--- src/rtl/mecobo_cmd_pkg.sv ---
`default_nettype none
// ============================================================================
// Module   : mecobo_cmd_pkg
// Purpose  : Shared command-word layout, opcodes and dispatcher state
//            encoding for the EBI command path.
// Revision : 1.0 - initial release
// ============================================================================
package mecobo_cmd_pkg;

   // Command word layout: {start_time, addr, op, data}
   localparam int CMD_W       = 80;
   localparam int CMD_TIME_HI = 79;
   localparam int CMD_TIME_LO = 48;
   localparam int CMD_ADDR_HI = 47;
   localparam int CMD_ADDR_LO = 40;
   localparam int CMD_OP_HI   = 39;
   localparam int CMD_OP_LO   = 32;
   localparam int CMD_DATA_HI = 31;
   localparam int CMD_DATA_LO = 0;

   // Opcodes understood by the control-bus targets
   localparam logic [7:0] OP_NOP   = 8'h00;
   localparam logic [7:0] OP_WRITE = 8'h01;
   localparam logic [7:0] OP_READ  = 8'h02;
   localparam logic [7:0] OP_RESET = 8'h03;

   // Dispatcher state encoding
   localparam logic [2:0] ST_ENC_IDLE  = 3'd0;
   localparam logic [2:0] ST_ENC_FETCH = 3'd1;
   localparam logic [2:0] ST_ENC_LATCH = 3'd2;
   localparam logic [2:0] ST_ENC_WAIT  = 3'd3;
   localparam logic [2:0] ST_ENC_ISSUE = 3'd4;

   typedef enum logic [2:0] {
      ST_IDLE  = ST_ENC_IDLE,
      ST_FETCH = ST_ENC_FETCH,
      ST_LATCH = ST_ENC_LATCH,
      ST_WAIT  = ST_ENC_WAIT,
      ST_ISSUE = ST_ENC_ISSUE
   } disp_state_t;

   // A command is due when it has no start time or the time base has reached it.
   // Plain unsigned compare: a wrapped time base is not handled.
   function automatic logic cmd_due(input logic [31:0] start_time,
                                    input logic [31:0] now);
      return (start_time == 32'd0) || (now >= start_time);
   endfunction

endpackage
`default_nettype wire

--- src/rtl/cmd_dispatcher.sv ---
`default_nettype none
// ============================================================================
// Module   : cmd_dispatcher
// Purpose  : Pops timed commands from the EBI command FIFO, holds each one
//            until its start time and issues it on the control bus with a
//            valid/ack handshake. Sticky ack-timeout flag and issue counter.
// Revision : 1.0 - initial release
// ============================================================================
module cmd_dispatcher
   import mecobo_cmd_pkg::*;
#(
   parameter int unsigned ACK_TIMEOUT = 1024,
   parameter int unsigned CNT_W       = 16
) (
   input  logic              clk,
   input  logic              rst,
   input  logic [31:0]       global_clock,
   input  logic [CMD_W-1:0]  cmd_fifo_data_out,
   input  logic              cmd_fifo_empty,
   output logic              cmd_fifo_rd_en,
   input  logic              flush,
   output logic [7:0]        bus_addr,
   output logic [7:0]        bus_op,
   output logic [31:0]       bus_data,
   output logic              bus_valid,
   input  logic              bus_ack,
   output logic              busy,
   output logic              timeout_err,
   output logic [CNT_W-1:0]  issued_count
);

   // Timeout counter must hold ACK_TIMEOUT-1; keep at least one bit when disabled
   localparam int unsigned     TO_W    = (ACK_TIMEOUT == 0) ? 1 : $clog2(ACK_TIMEOUT + 1);
   localparam logic [TO_W-1:0] TO_LAST = TO_W'((ACK_TIMEOUT == 0) ? 0 : ACK_TIMEOUT - 1);

   disp_state_t        state_q;
   logic [CMD_W-1:0]   cmd_q;
   logic [TO_W-1:0]    to_cnt_q;
   logic [TO_W-1:0]    to_cnt_d;
   logic [CNT_W-1:0]   issued_q;
   logic [CNT_W-1:0]   issued_d;
   logic               err_q;
   logic               rd_en_q;
   logic               valid_q;
   logic [7:0]         addr_q;
   logic [7:0]         op_q;
   logic [31:0]        data_q;
   logic               due_d;
   logic               ack_hit_d;

   assign to_cnt_d  = to_cnt_q + 1'b1;
   assign issued_d  = issued_q + 1'b1;
   assign due_d     = cmd_due(cmd_q[CMD_TIME_HI:CMD_TIME_LO], global_clock);
   assign ack_hit_d = (state_q == ST_ISSUE) && bus_ack;

   // Dispatcher FSM with registered strobe, bus drive, timeout and counters
   always_ff @(posedge clk) begin
      if (rst) begin
         state_q  <= ST_IDLE;
         cmd_q    <= '0;
         to_cnt_q <= '0;
         issued_q <= '0;
         err_q    <= 1'b0;
         rd_en_q  <= 1'b0;
         valid_q  <= 1'b0;
         addr_q   <= '0;
         op_q     <= '0;
         data_q   <= '0;
      end else begin
         rd_en_q <= 1'b0;
         if (flush) begin
            // Abort whatever is pending; an ack landing in the same cycle still counts
            state_q <= ST_IDLE;
            valid_q <= 1'b0;
            if (ack_hit_d) begin
               issued_q <= issued_d;
            end
         end else begin
            case (state_q)
               ST_IDLE: begin
                  if (!cmd_fifo_empty) begin
                     state_q <= ST_FETCH;
                     rd_en_q <= 1'b1;
                  end
               end
               ST_FETCH: begin
                  state_q <= ST_LATCH;
               end
               ST_LATCH: begin
                  cmd_q   <= cmd_fifo_data_out;
                  state_q <= ST_WAIT;
               end
               ST_WAIT: begin
                  if (due_d) begin
                     state_q  <= ST_ISSUE;
                     valid_q  <= 1'b1;
                     to_cnt_q <= '0;
                     addr_q   <= cmd_q[CMD_ADDR_HI:CMD_ADDR_LO];
                     op_q     <= cmd_q[CMD_OP_HI:CMD_OP_LO];
                     data_q   <= cmd_q[CMD_DATA_HI:CMD_DATA_LO];
                  end
               end
               ST_ISSUE: begin
                  if (bus_ack) begin
                     issued_q <= issued_d;
                     valid_q  <= 1'b0;
                     state_q  <= ST_IDLE;
                  end else if ((ACK_TIMEOUT != 0) && (to_cnt_q == TO_LAST)) begin
                     err_q   <= 1'b1;
                     valid_q <= 1'b0;
                     state_q <= ST_IDLE;
                  end else begin
                     to_cnt_q <= to_cnt_d;
                  end
               end
               default: begin
                  state_q <= ST_IDLE;
                  valid_q <= 1'b0;
               end
            endcase
         end
      end
   end

   assign cmd_fifo_rd_en = rd_en_q;
   assign bus_valid      = valid_q;
   assign bus_addr       = addr_q;
   assign bus_op         = op_q;
   assign bus_data       = data_q;
   assign busy           = (state_q != ST_IDLE);
   assign timeout_err    = err_q;
   assign issued_count   = issued_q;

endmodule
`default_nettype wire
--- config.mk ---
export PLATFORM = sky130hd
export DESIGN_NAME = cmd_dispatcher
export DESIGN_NICKNAME = d
export VERILOG_FILES = /design/src/rtl/mecobo_cmd_pkg.sv /design/src/rtl/cmd_dispatcher.sv
export SDC_FILE = /design/constraint.sdc
export NUM_CORES = 1
export LEC_CHECK = 0
export BUFFER_PORTS_ARGS = -buffer_cell sky130_fd_sc_hd__buf_2
export CORE_AREA = 2 2 123 125
export DETAILED_ROUTE_END_ITERATION = 8
export DIE_AREA = 0 0 125 127
export GPL_ROUTABILITY_DRIVEN = 0
export GPL_TIMING_DRIVEN = 0
export PLACE_DENSITY = 0.8
export SKIP_CTS_REPAIR_TIMING = 1
export SYNTH_ARGS = -nofsm -noshare
export SYNTH_HDL_FRONTEND = slang
export SYNTH_SLANG_ARGS = --single-unit
export TNS_END_PERCENT = 30
--- constraint.sdc ---
create_clock -name clk -period 2.5 [get_ports clk]
set_clock_uncertainty 0.1 [all_clocks]
set_input_delay 0.125 -clock clk [delete_from_list [all_inputs] [get_ports clk]]
set_output_delay 0.125 -clock clk [all_outputs]
set_load 0.02 [all_outputs]
After elaboration in Yosys (flattened, before gate mapping). Index checks and enable logic that the tools add are counted.

Register bits: 161. Input port bits: 117. Output and inout bits: 68. Logic and storage cells: 64.

$add $sub $neg: 2. $lt $le $gt $ge: 1. Eq/ne operators: 11. Multiplexer cells: 18. Bitwise logic cells: 4. Reduce and logical (&&, ||, !) cells: 18.

Operator list (number): 2-to-1 mux 16 bit (4); 2-to-1 mux 11 bit (3); >= comparator 32 bit (1); zero test 32 bit (1); one-hot mux 11 bit (2 select lines) (1); adder 16 x 1 -> 16 bit (second input constant) (1); one-hot mux 3 bit (5 select lines) (1); 2-to-1 mux 3 bit (4); AND reduction 3 bit (4); adder 11 x 1 -> 11 bit (second input constant) (1); equality test 11 x 10 -> 1 bit (second input constant) (1); inequality test 2 bit (second input constant) (4); equality test 3 x 2 -> 1 bit (second input constant) (2); nonzero test 2 bit (3); OR reduction 3 bit (2); AND reduction 5 bit (1); 2-to-1 mux 1 bit (4); NOT 1 bit (4); AND reduction 4 bit (1); equality test 3 x 1 -> 1 bit (second input constant) (1); equality test 3 bit (second input constant) (1); zero test 3 bit (1); inequality test 3 x 2 -> 1 bit (second input constant) (1); one-hot mux 1 bit (3 select lines) (1); 6 further kinds (6).

Depth between registers and ports, before layout. Gate-level depths: netlist (run 1).

Depth after elaboration: 4. Mapped depth: 11. Gate-level depth less buffers: 9.

Worst setup path before layout (run 1). OpenSTA, ideal clock, no wires.

Path type: reg2reg. From: reg cmd_q[62]. To: reg addr_q[3], in the netlist bus_addr[3]. Library setup time: 128 ps. Data arrival time: 2324 ps. Required time: 2272 ps. Setup slack: -52 ps. Cell stages (with the launch flop): 12. Buffers on the path: 2. Clock period less this slack: 2552 ps. Cell sequence: dfxtp_1 -> inv_1 -> ha_1 -> and4_1 -> and4_1 -> or4b_1 -> a31oi_1 -> o211ai_1 -> buf_6 -> buf_6 -> mux2i_1 -> nor2_1.

Longest elaborated chain between the ends: 3. Elaborated cells between the ends (all ways): 4. Those cells by class: order compare (1); reduce/logical (3).

RTL lines: start, declared (RTL line cmd_dispatcher.sv:37) `logic [CMD_W-1:0] cmd_q;`; start signal, assigned (RTL line cmd_dispatcher.sv:90) `cmd_q <= cmd_fifo_data_out;`; >= comparator 32 bit / zero test 32 bit (equally long branches) (RTL line mecobo_cmd_pkg.sv:46) `return (start_time == 32'd0) || (now >= start_time);`; logical OR 1 bit * (RTL line mecobo_cmd_pkg.sv:46); AND reduction 3 bit (no line) *; end signal, assigned (RTL line cmd_dispatcher.sv:98) `addr_q <= cmd_q[CMD_ADDR_HI:CMD_ADDR_LO];`; end, declared (RTL line cmd_dispatcher.sv:45) `logic [7:0] addr_q;`.

Every way passes the cells marked *; elsewhere a longest branch is shown, timed or not. A chain may end at the register's enable or synchronous reset.

Worst setup path after layout (run 1).
From: reg cmd_q[63]. To: reg data_q[23], in the netlist bus_data[23].

Longest elaborated chain between the ends: 3. Elaborated cells between the ends (all ways): 4. Those cells by class: order compare (1); reduce/logical (3).

RTL lines: >= comparator 32 bit / zero test 32 bit (equally long branches) (RTL line mecobo_cmd_pkg.sv:46); logical OR 1 bit * (RTL line mecobo_cmd_pkg.sv:46); AND reduction 3 bit (no line) *; end signal, assigned (RTL line cmd_dispatcher.sv:100) `data_q <= cmd_q[CMD_DATA_HI:CMD_DATA_LO];`; end, declared (RTL line cmd_dispatcher.sv:47) `logic [31:0] data_q;`.

Marks and branches as above.

==> results of run 1 <==
-- stage by stage --
| stage | hold WS, ns | total power, mW | utilization | cells | worst slack [ns] |
|---|---|---|---|---|---|
| floorplan | 0.102 | 2.78 | - | 788 | 0.00194 |
| global placement | 0.222 | 2.91 | 0.541 | 1154 | -0.532 |
| detailed placement | 0.221 | 2.92 | 0.541 | 1154 | -0.530 |
| CTS | -0.226 | 5.56 | 0.583 | 1185 | -0.575 |
| global route | 0.0419 | 5.83 | 0.661 | 1284 | -0.485 |
| finish | 0.0155 | 5.65 | 0.661 | 1284 | -0.368 |
-- state kept, by name, summed over array words and instances (netlist names) --
signal	flops
state_q	3
bus_addr	8
bus_op	8
cmd_q	80
bus_valid	1
cmd_fifo_rd_en	1
issued_count	16
timeout_err	1
bus_data	32
to_cnt_q	11
-- per-layer routing --
layer | vias up | wire [um]
met5 | - | 0
met1 | 3061 | 8420
met2 | 195 | 10200
met4 | 0 | 221
li1 | 3247 | -
met3 | 21 | 1140
-- critical path, stage by stage (launching register included) --
cell,delay [ns]
dfxtp_2,0.34
inv_2,0.05
ha_4,0.26
and4_4,0.23
and4_4,0.22
or4b_4,0.48
a31oi_4,0.22
o211ai_1,0.12
buf_4,0.19
buf_4,0.16
clkbuf_16,0.15
mux2i_1,0.14
nor2_1,0.08
-- worst max path at each step --
stage	start	cells after the start	end	slack, ns
finish	cmd_q[63]	12	bus_data[23]	-0.37
global route	cmd_q[60]	12	bus_addr[1]	-0.49
CTS	cmd_q[63]	11	bus_op[3]	-0.57
detailed placement	cmd_q[63]	11	bus_addr[4]	-0.53
global placement	cmd_q[63]	11	bus_addr[2]	-0.53
floorplan	cmd_q[62]	11	bus_addr[3]	0.002
-- logic make-up after synthesis --
group | share of synthesized area
AND/OR/NAND/NOR | 0.203
buffers and inverters | 0.0490
multiplexers | 0.0751
AO/OA/AOI/OAI | 0.108
adder cells (fa/ha/maj) | 0.0639
flip-flops | 0.484
XOR/XNOR | 0.0171
-- synthesized netlist by cell type (7+ instances only) --
| master | instances |
|---|---|
| a21oi_1 | 98 |
| a31oi_1 | 9 |
| clkbuf_1 | 35 |
| dfxtp_1 | 161 |
| ha_1 | 34 |
| inv_1 | 38 |
| mux2i_1 | 50 |
| nand2_1 | 181 |
| nand3_1 | 13 |
| nor2_1 | 76 |
| nor3_1 | 7 |
| nor4_1 | 9 |
| o21ai_0 | 8 |
| or3_1 | 9 |
| xor2_1 | 8 |
-- power by group through the flow --
stage	registers, mW	clock network [mW]	logic, mW
final	2.59	2.66	0.400
after global routing	2.59	2.81	0.436
after CTS	2.59	2.69	0.278
after detailed placement	2.64	0	0.276
after global placement	2.64	0	0.268
after floorplan	2.64	0	0.132
-- cell type report --
cell class                 count  share of cell area
timing repair buffer         281               0.200
inverter                      38              0.0150
clock buffer                  19              0.0464
buffer                        42              0.0241
multi-input combinational    547               0.335
sequential                   161               0.339
clock inverter                12              0.0167
tap                          184              0.0241
==> results.py, run 1 <==
metrics = {
    "logic_synthesis": {
        "synth_ff_type": "dfxtp_1",
        "synthTopCellsByArea": "dfxtp_1, nand2_1, mux2i_1, a21oi_1, ha_1",
        "yosysWarnings": 0,
        "synth_area_per_cell_um2": 8.45,
        "syn_area_mm2": 0.00666,
        "synthArstFlopShare": 0,
        "synth_top_area_share": 0.484,
        "synth-edff-count": 0,
        "synth_cell_types": 38,
        "synth-seq-cells": 161,
        "seq_area_frac_synth": 0.484,
        "synth_fp_nets": 939,
        "synth_cells": 788,
        "yosysTopAreaCell": "dfxtp_1",
    },
    "cells_and_area": {
        "final_cell_mix": "buf_2, nand2_1, dfxtp_1",
        "area_growth_pct": 43.2,
        "layout-drive-gt1-share": 0.235,
        "diodes": 0,
        "nFillCells": 1152,
        "final_common_cell": "buf_2",
        "stdcell_area_mm2": 0.00954,
        "multi_input_area_mm2": 0.00320,
        "regArea_mm2": 0.00323,
        "fin_nets": 1239,
    },
    "status": {
        "violations": "setup timing",
        "status": "complete, but fails checks",
    },
    "pwr": {
        "p_clk_frac": 0.471,
        "power_frac_comb": 0.071,
        "cellPowerDensity_mw_per_mm2": 592,
        "pwr-share-seq": 0.458,
        "p_switching_mw": 1.26,
        "swShare": 0.223,
        "ir_drop_mv": 0.508,
        "power.internal_mw": 4.39,
        "leakage_nw": 4.24,
    },
    "floorplanning": {
        "num_rows": 44,
        "die_area_mm2": 0.0159,
        "initial_core_util": 0.462,
        "dieWidth_um": 125,
        "die_h_um": 127,
        "pin_count": 185,
        "coreArea_mm2": 0.0144,
    },
    "clock_network": {
        "clock_sinks": 161,
        "clkTransAtPathRegs_ns": 0.07,
        "root_buffer": "clkbuf_16",
        "cts-buffers-inserted": 17,
        "h-tree-depth": 4,
        "cts_tree": "yes",
        "clk_path_buf_depth": 2,
        "clk_latency_ns": 0.42,
    },
    "detailed_routing": {
        "num_vias": 6524,
        "via_per_inst": 5.08,
        "dr.pass1.iters": 5,
        "drc": 0,
        "wl_per_cell_um": 15.5,
        "detail-route-antenna-nets": 0,
        "finalWirelength_um": 20000,
        "drt_iter0_drc": 353,
    },
    "timing": {
        "max-slew-margin-rel": 0.346,
        "maxSlewViolCount": 0,
        "hold_viol_final": 0,
        "period_needed_ns": 2.87,
        "finalCritPeriodShare": 1.15,
        "final.setup.tns_ns": -16.94,
        "rsz0062_at_grt": "yes",
        "clock.fmax_ghz": 0.349,
        "fin_ws_ns": -0.368,
        "tightest_slew_ns": 0.976,
        "setup_violations": 59,
    },
    "critical_path": {
        "cp_max_fo": 5,
        "cp_data_required_time_ns": 2.69,
        "critPathCaptureType": "register",
        "startpoint_type": "register",
        "r2r-start": "cmd_q[63]",
        "path_class": "register to register",
        "reg2reg_slack_ns": -0.37,
        "reg2reg_depth": 12,
        "worstPathArrival_ns": 3.06,
        "reg2reg_to": "bus_data[23]",
    },
    "placement": {
        "dpl_cell_area_mm2": 0.00781,
        "dp_hpwl_um": 12500,
        "port_buffers": 182,
    },
    "grt": {
        "grt.busiest_layer": "met2",
        "grt_max_degree": 17,
        "use_met1": 0.259,
        "antenna_found_initial": 0,
        "grt-ovfl-total": 0,
        "grt_use_met3": 0.0674,
        "grtUsageMet2": 0.370,
        "grt_pass1_wl_um": 27600,
        "grt_pass1_vias": 5804,
        "grtUsageTotal": 0.215,
    },
    "min_path": {
        "min_path_cells": 4,
        "hold_end": "timeout_err",
        "min_from": "bus_ack",
        "min_path_type": "primary input to register",
    },
    "flow_run": {
        "drv_cap": 0,
    },
}
(Power assumes the default switching activity.)
==> run 2, diff against run 1 <==
- CORE_AREA: 2 2 123 125 -> 2 2 113 115
- DIE_AREA: 0 0 125 127 -> 0 0 115 117
- PLACE_DENSITY: 0.8 -> 0.89
- clock period: 2.5 -> 3.4 ns (I/O delays scaled with it)
==> run 2 against run 1 <==
Routed wire length shrank 1.4%. Register-to-register slack gained 0.55 ns. Cell count shrank 3.8%. Highest routed layer unchanged. Core utilization grew 8.4 points. Critical endpoint is now bus_data[29]. First-iteration DRC count grew 15%. Final area shrank 3.9%. Die area shrank 15%. Global-route usage grew 2.7 points. Total power shrank 28%. Via count grew 2.1%. Fmax shrank 11%. The run now ends clean.
==> results.py, run 2 (synthesis results as in run 1) <==
metrics = {
    "timing": {
        "finalCritPeriodShare": 0.946,
        "hold_viol_final": 0,
        "rsz0062_at_grt": "no",
        "final.setup.tns_ns": 0,
        "tightest_slew_ns": 1.01,
        "maxSlewViolCount": 0,
        "period_needed_ns": 3.22,
        "max-slew-margin-rel": 0.320,
        "setup_violations": 0,
        "clock.fmax_ghz": 0.311,
        "fin_ws_ns": 0.184,
    },
    "grt": {
        "antenna_found_initial": 2,
        "grt-ovfl-total": 0,
        "grt_pass1_wl_um": 25600,
        "grt_pass1_vias": 5561,
        "grtUsageTotal": 0.242,
        "grt_max_degree": 17,
    },
    "detailed_routing": {
        "detail-route-antenna-nets": 0,
        "num_vias": 6664,
        "drc": 0,
        "wl_per_cell_um": 15.9,
        "drt_iter0_drc": 406,
        "finalWirelength_um": 19700,
        "via_per_inst": 5.40,
        "dr.pass1.iters": 7,
    },
    "min_path": {
        "min_path_type": "primary input to register",
        "min_path_cells": 4,
    },
    "critical_path": {
        "reg2reg_depth": 11,
        "reg2reg_to": "bus_data[29]",
        "startpoint_type": "register",
        "cp_data_required_time_ns": 3.60,
        "critPathCaptureType": "register",
        "r2r-start": "cmd_q[62]",
        "worstPathArrival_ns": 3.42,
        "reg2reg_slack_ns": 0.18,
        "cpLargestDelayFamily": "simple AND/OR/NAND/NOR gates",
        "path_class": "register to register",
        "cp-endpoint": "bus_data[29]",
        "crit_start": "cmd_q[62]",
        "crit_buf_inv": 3,
        "cp_max_fo": 10,
        "crit_chain": "inv_1, ha_1, and4_1, and4_1, or4b_1, a31oi_1, o211ai_1, buf_6, buf_6, mux2i_1, nor2_1",
        "worst-path-stages": 11,
        "cpMaxStageDelayCell": "or4b_1",
        "cpPeakStageDelay_ns": 0.45,
    },
    "floorplanning": {
        "dieWidth_um": 115,
        "die_area_mm2": 0.0135,
        "num_rows": 41,
        "die_h_um": 117,
        "initial_core_util": 0.541,
        "coreArea_mm2": 0.0123,
        "pin_count": 185,
    },
    "pwr": {
        "leakage_nw": 4.10,
        "cellPowerDensity_mw_per_mm2": 445,
        "ir_drop_mv": 0.358,
    },
    "cells_and_area": {
        "largest_register_ffs": 80,
        "layout-drive-gt1-share": 0.203,
        "final_common_cell": "buf_2",
        "stdcell_count": 1235,
        "nFillCells": 832,
        "final_cell_mix": "buf_2, nand2_1, dfxtp_1",
        "regArea_mm2": 0.00322,
        "regMostFlops": "cmd_q",
        "fin_nets": 1222,
        "multi_input_area_mm2": 0.00311,
        "area_growth_pct": 37.7,
    },
    "clock_network": {
        "cts_tree": "yes",
        "clock_sinks": 161,
        "clk_latency_ns": 0.43,
        "clkTransAtPathRegs_ns": 0.07,
        "clk_path_buf_depth": 2,
        "root_buffer": "clkbuf_16",
        "cts-buffers-inserted": 17,
        "h-tree-depth": 4,
    },
    "status": {
        "status": "complete, no violations",
    },
    "placement": {
        "post-place-ws_ns": 0.304,
        "dp_hpwl_um": 12000,
        "port_buffers": 182,
        "placedCellCount": 1121,
    },
    "flow_run": {
        "drv_cap": 0,
    },
}
run 2: per-stage QoR:
| step | util | instance area, um2 | total power [mW] | hold WS (ns) |
|---|---|---|---|---|
| after floorplan | - | 6660 | 2.04 | 0.147 |
| after global placement | 0.630 | 7760 | 2.14 | 0.257 |
| after detailed placement | 0.631 | 7770 | 2.14 | 0.256 |
| after CTS | 0.679 | 8350 | 4.00 | -0.191 |
| after global routing | 0.745 | 9170 | 4.21 | 0.0602 |
| final | 0.745 | 9170 | 4.08 | 0.0331 |
run 2: worst min path at each step:
stage	start	endpoint	slack, ns
after global placement	cmd_fifo_empty	cmd_fifo_rd_en	0.26
final	bus_ack	timeout_err	0.03
after floorplan	cmd_fifo_empty	cmd_fifo_rd_en	0.15
after CTS	cmd_fifo_empty	cmd_fifo_rd_en	-0.19
after global routing	bus_ack	timeout_err	0.06
after detailed placement	cmd_fifo_empty	cmd_fifo_rd_en	0.26
run 2: cell type report:
| cell class | instances | area share |
|---|---|---|
| multi-input combinational | 547 | 0.339 |
| antenna | 2 | 0.000546 |
| inverter | 38 | 0.0156 |
| clock inverter | 11 | 0.0142 |
| sequential | 161 | 0.351 |
| tap | 150 | 0.0205 |
| timing repair buffer | 264 | 0.189 |
| clock buffer | 20 | 0.0498 |
| buffer | 42 | 0.0201 |
run 2: layer usage:
| metal | GRT usage | part of all wire |
|---|---|---|
| met5 | 0 | 0 |
| met4 | 0.107 | 0.034 |
| met3 | 0.0669 | 0.062 |
| met2 | 0.413 | 0.51 |
| met1 | 0.287 | 0.39 |
run 2: worst register-to-register path, stage by stage (launching register included):
cell	delay (ns)
dfxtp_1	0.35
inv_1	0.06
ha_1	0.29
and4_1	0.22
and4_1	0.23
or4b_1	0.45
a31oi_1	0.35
o211ai_1	0.30
buf_6	0.25
buf_6	0.17
mux2i_1	0.25
nor2_1	0.08
run 2: where the power goes:
group          total, mW  internal, mW  switching (mW)
logic              0.285         0.153           0.132
registers           1.90          1.90         0.00653
clock network       1.90          1.12           0.777
==> run 3, diff against run 2 <==
- MAX_ROUTING_LAYER: unset -> met4
==> run 3 against run 2 <==
Routed wire length is 0.39% lower. Count of clock-buffer cells in the layout did not move. Flip-flop and latch count stayed put. Fmax grew 0.76%. Clock power is essentially flat. Die area is the same. Critical path depth unchanged. Global-route usage up 0.78 points. Final area about the same. First-iteration DRC count up 11%. Hold slack got worse by 0.0015 ns. Sequential power hardly changed. Largest power group unchanged.
==> results.py, run 3 (synthesis results as in run 1) <==
metrics = {
    "pwr": {
        "power_frac_comb": 0.070,
        "leakage_nw": 4.10,
        "pwr-share-seq": 0.466,
        "finalPower_mw": 4.09,
        "cellPowerDensity_mw_per_mm2": 445,
        "swShare": 0.224,
        "p_switching_uw": 917,
        "p_clk_frac": 0.465,
        "ir_drop_mv": 0.363,
        "power.internal_mw": 3.17,
    },
    "cells_and_area": {
        "largest_register_ffs": 80,
        "regMostFlops": "cmd_q",
        "final_cell_mix": "buf_2, nand2_1, dfxtp_1",
        "area_growth_pct": 37.7,
        "layout-drive-gt1-share": 0.203,
        "fin_nets": 1222,
        "final_common_cell": "buf_2",
    },
    "grt": {
        "grt-ovfl-total": 0,
        "grt_pass1_wl_um": 25600,
        "grt_pass1_vias": 5583,
        "grt_max_degree": 17,
        "antenna_found_initial": 3,
        "grtUsageTotal": 0.250,
    },
    "status": {
        "status": "complete, no violations",
    },
    "clock_network": {
        "root_buffer": "clkbuf_16",
        "cts_tree": "yes",
        "clkTransAtPathRegs_ns": 0.07,
        "clk_path_buf_depth": 2,
        "h-tree-depth": 4,
        "cts-buffers-inserted": 17,
        "clock_sinks": 161,
        "clk_latency_ns": 0.43,
    },
    "detailed_routing": {
        "finalWirelength_um": 19600,
        "wl_per_cell_um": 15.9,
        "wl_met2_um": 10000,
        "detail-route-antenna-nets": 0,
        "dr.max_layer_used": "met4",
        "drc": 0,
        "drt_iter0_drc": 451,
        "via_per_inst": 5.40,
        "wl_met1_um": 7790,
        "route.met3.wl_um": 1110,
        "dr.pass1.iters": 5,
        "num_vias": 6674,
    },
    "floorplanning": {
        "num_rows": 41,
        "die_h_um": 117,
        "coreArea_mm2": 0.0123,
        "dieWidth_um": 115,
        "die_area_mm2": 0.0135,
        "initial_core_util": 0.541,
        "pin_count": 185,
    },
    "timing": {
        "final.setup.tns_ns": 0,
        "tightest_slew_ns": 1.03,
        "rsz0062_at_grt": "no",
        "maxSlewViolCount": 0,
        "hold_viol_final": 0,
        "max-slew-margin-rel": 0.311,
        "setup_violations": 0,
        "clock.fmax_ghz": 0.313,
        "period_needed_ns": 3.19,
        "hold_ws_ns": 0.0316,
        "finalCritPeriodShare": 0.939,
    },
    "critical_path": {
        "cp_data_required_time_ns": 3.61,
        "critPathCaptureType": "register",
        "worstPathArrival_ns": 3.40,
        "startpoint_type": "register",
        "path_class": "register to register",
        "cp_max_fo": 10,
    },
    "min_path": {
        "min_path_type": "primary input to register",
    },
    "placement": {
        "dp_hpwl_um": 12000,
        "port_buffers": 182,
    },
    "flow_run": {
        "drv_cap": 0,
    },
}
==> run 3: area by class of cell <==
| class | count | area (um2) |
|---|---|---|
| sequential | 161 | 3220 |
| fill | 831 | 3140 |
| multi-input combinational | 547 | 3110 |
| timing repair buffer | 264 | 1730 |
| clock buffer | 20 | 457 |
| tap | 150 | 188 |
| buffer | 42 | 184 |
| inverter | 38 | 143 |
| clock inverter | 11 | 130 |
| antenna | 3 | 7.51 |
==> run 3: power by group through the flow <==
| stage | clock, mW | combinational, mW | sequential [mW] |
|---|---|---|---|
| finish | 1.90 | 0.285 | 1.90 |
| detailed placement | 0 | 0.201 | 1.94 |
| CTS | 1.90 | 0.202 | 1.90 |
| floorplan | 0 | 0.0969 | 1.94 |
| global route | 1.99 | 0.311 | 1.90 |
| global placement | 0 | 0.196 | 1.94 |
==> run 3: routing by layer <==
layer  track usage  vias to the layer above
met4         0.107                        0
li1              -                     3224
met2         0.414                      287
met3        0.0572                       65
met5             -                        -
met1         0.294                     3098
==> run 3: worst max-delay path, stage by stage, from the launching register on <==
cell and delay (ns):
dfxtp_1 0.35, inv_1 0.06, ha_1 0.29, and4_1 0.22, and4_1 0.23, or4b_1 0.45
a31oi_1 0.35, o211ai_1 0.29, buf_6 0.25, buf_6 0.16, mux2i_1 0.24, nor2_1 0.08
==> run 3: final timing paths <==
check,start,endpoint,slack (ns),cells past startpoint
setup / recovery,cmd_q[62],bus_data[29],0.21,11
hold / removal,bus_ack,timeout_err,0.03,4
setup reg to reg,cmd_q[62],bus_data[29],0.21,11
hold reg to reg,cmd_q[7],cmd_q[7],0.35,2
==> run 3: stage by stage <==
| step | worst slack, ns | instances | cell area, um2 | util |
|---|---|---|---|---|
| floorplan | 0.848 | 788 | 6660 | - |
| CTS | 0.279 | 1152 | 8350 | 0.679 |
| finish | 0.208 | 1236 | 9170 | 0.745 |
| detailed placement | 0.304 | 1121 | 7770 | 0.631 |
| global placement | 0.354 | 1120 | 7760 | 0.630 |
| global route | 0.0344 | 1236 | 9170 | 0.745 |
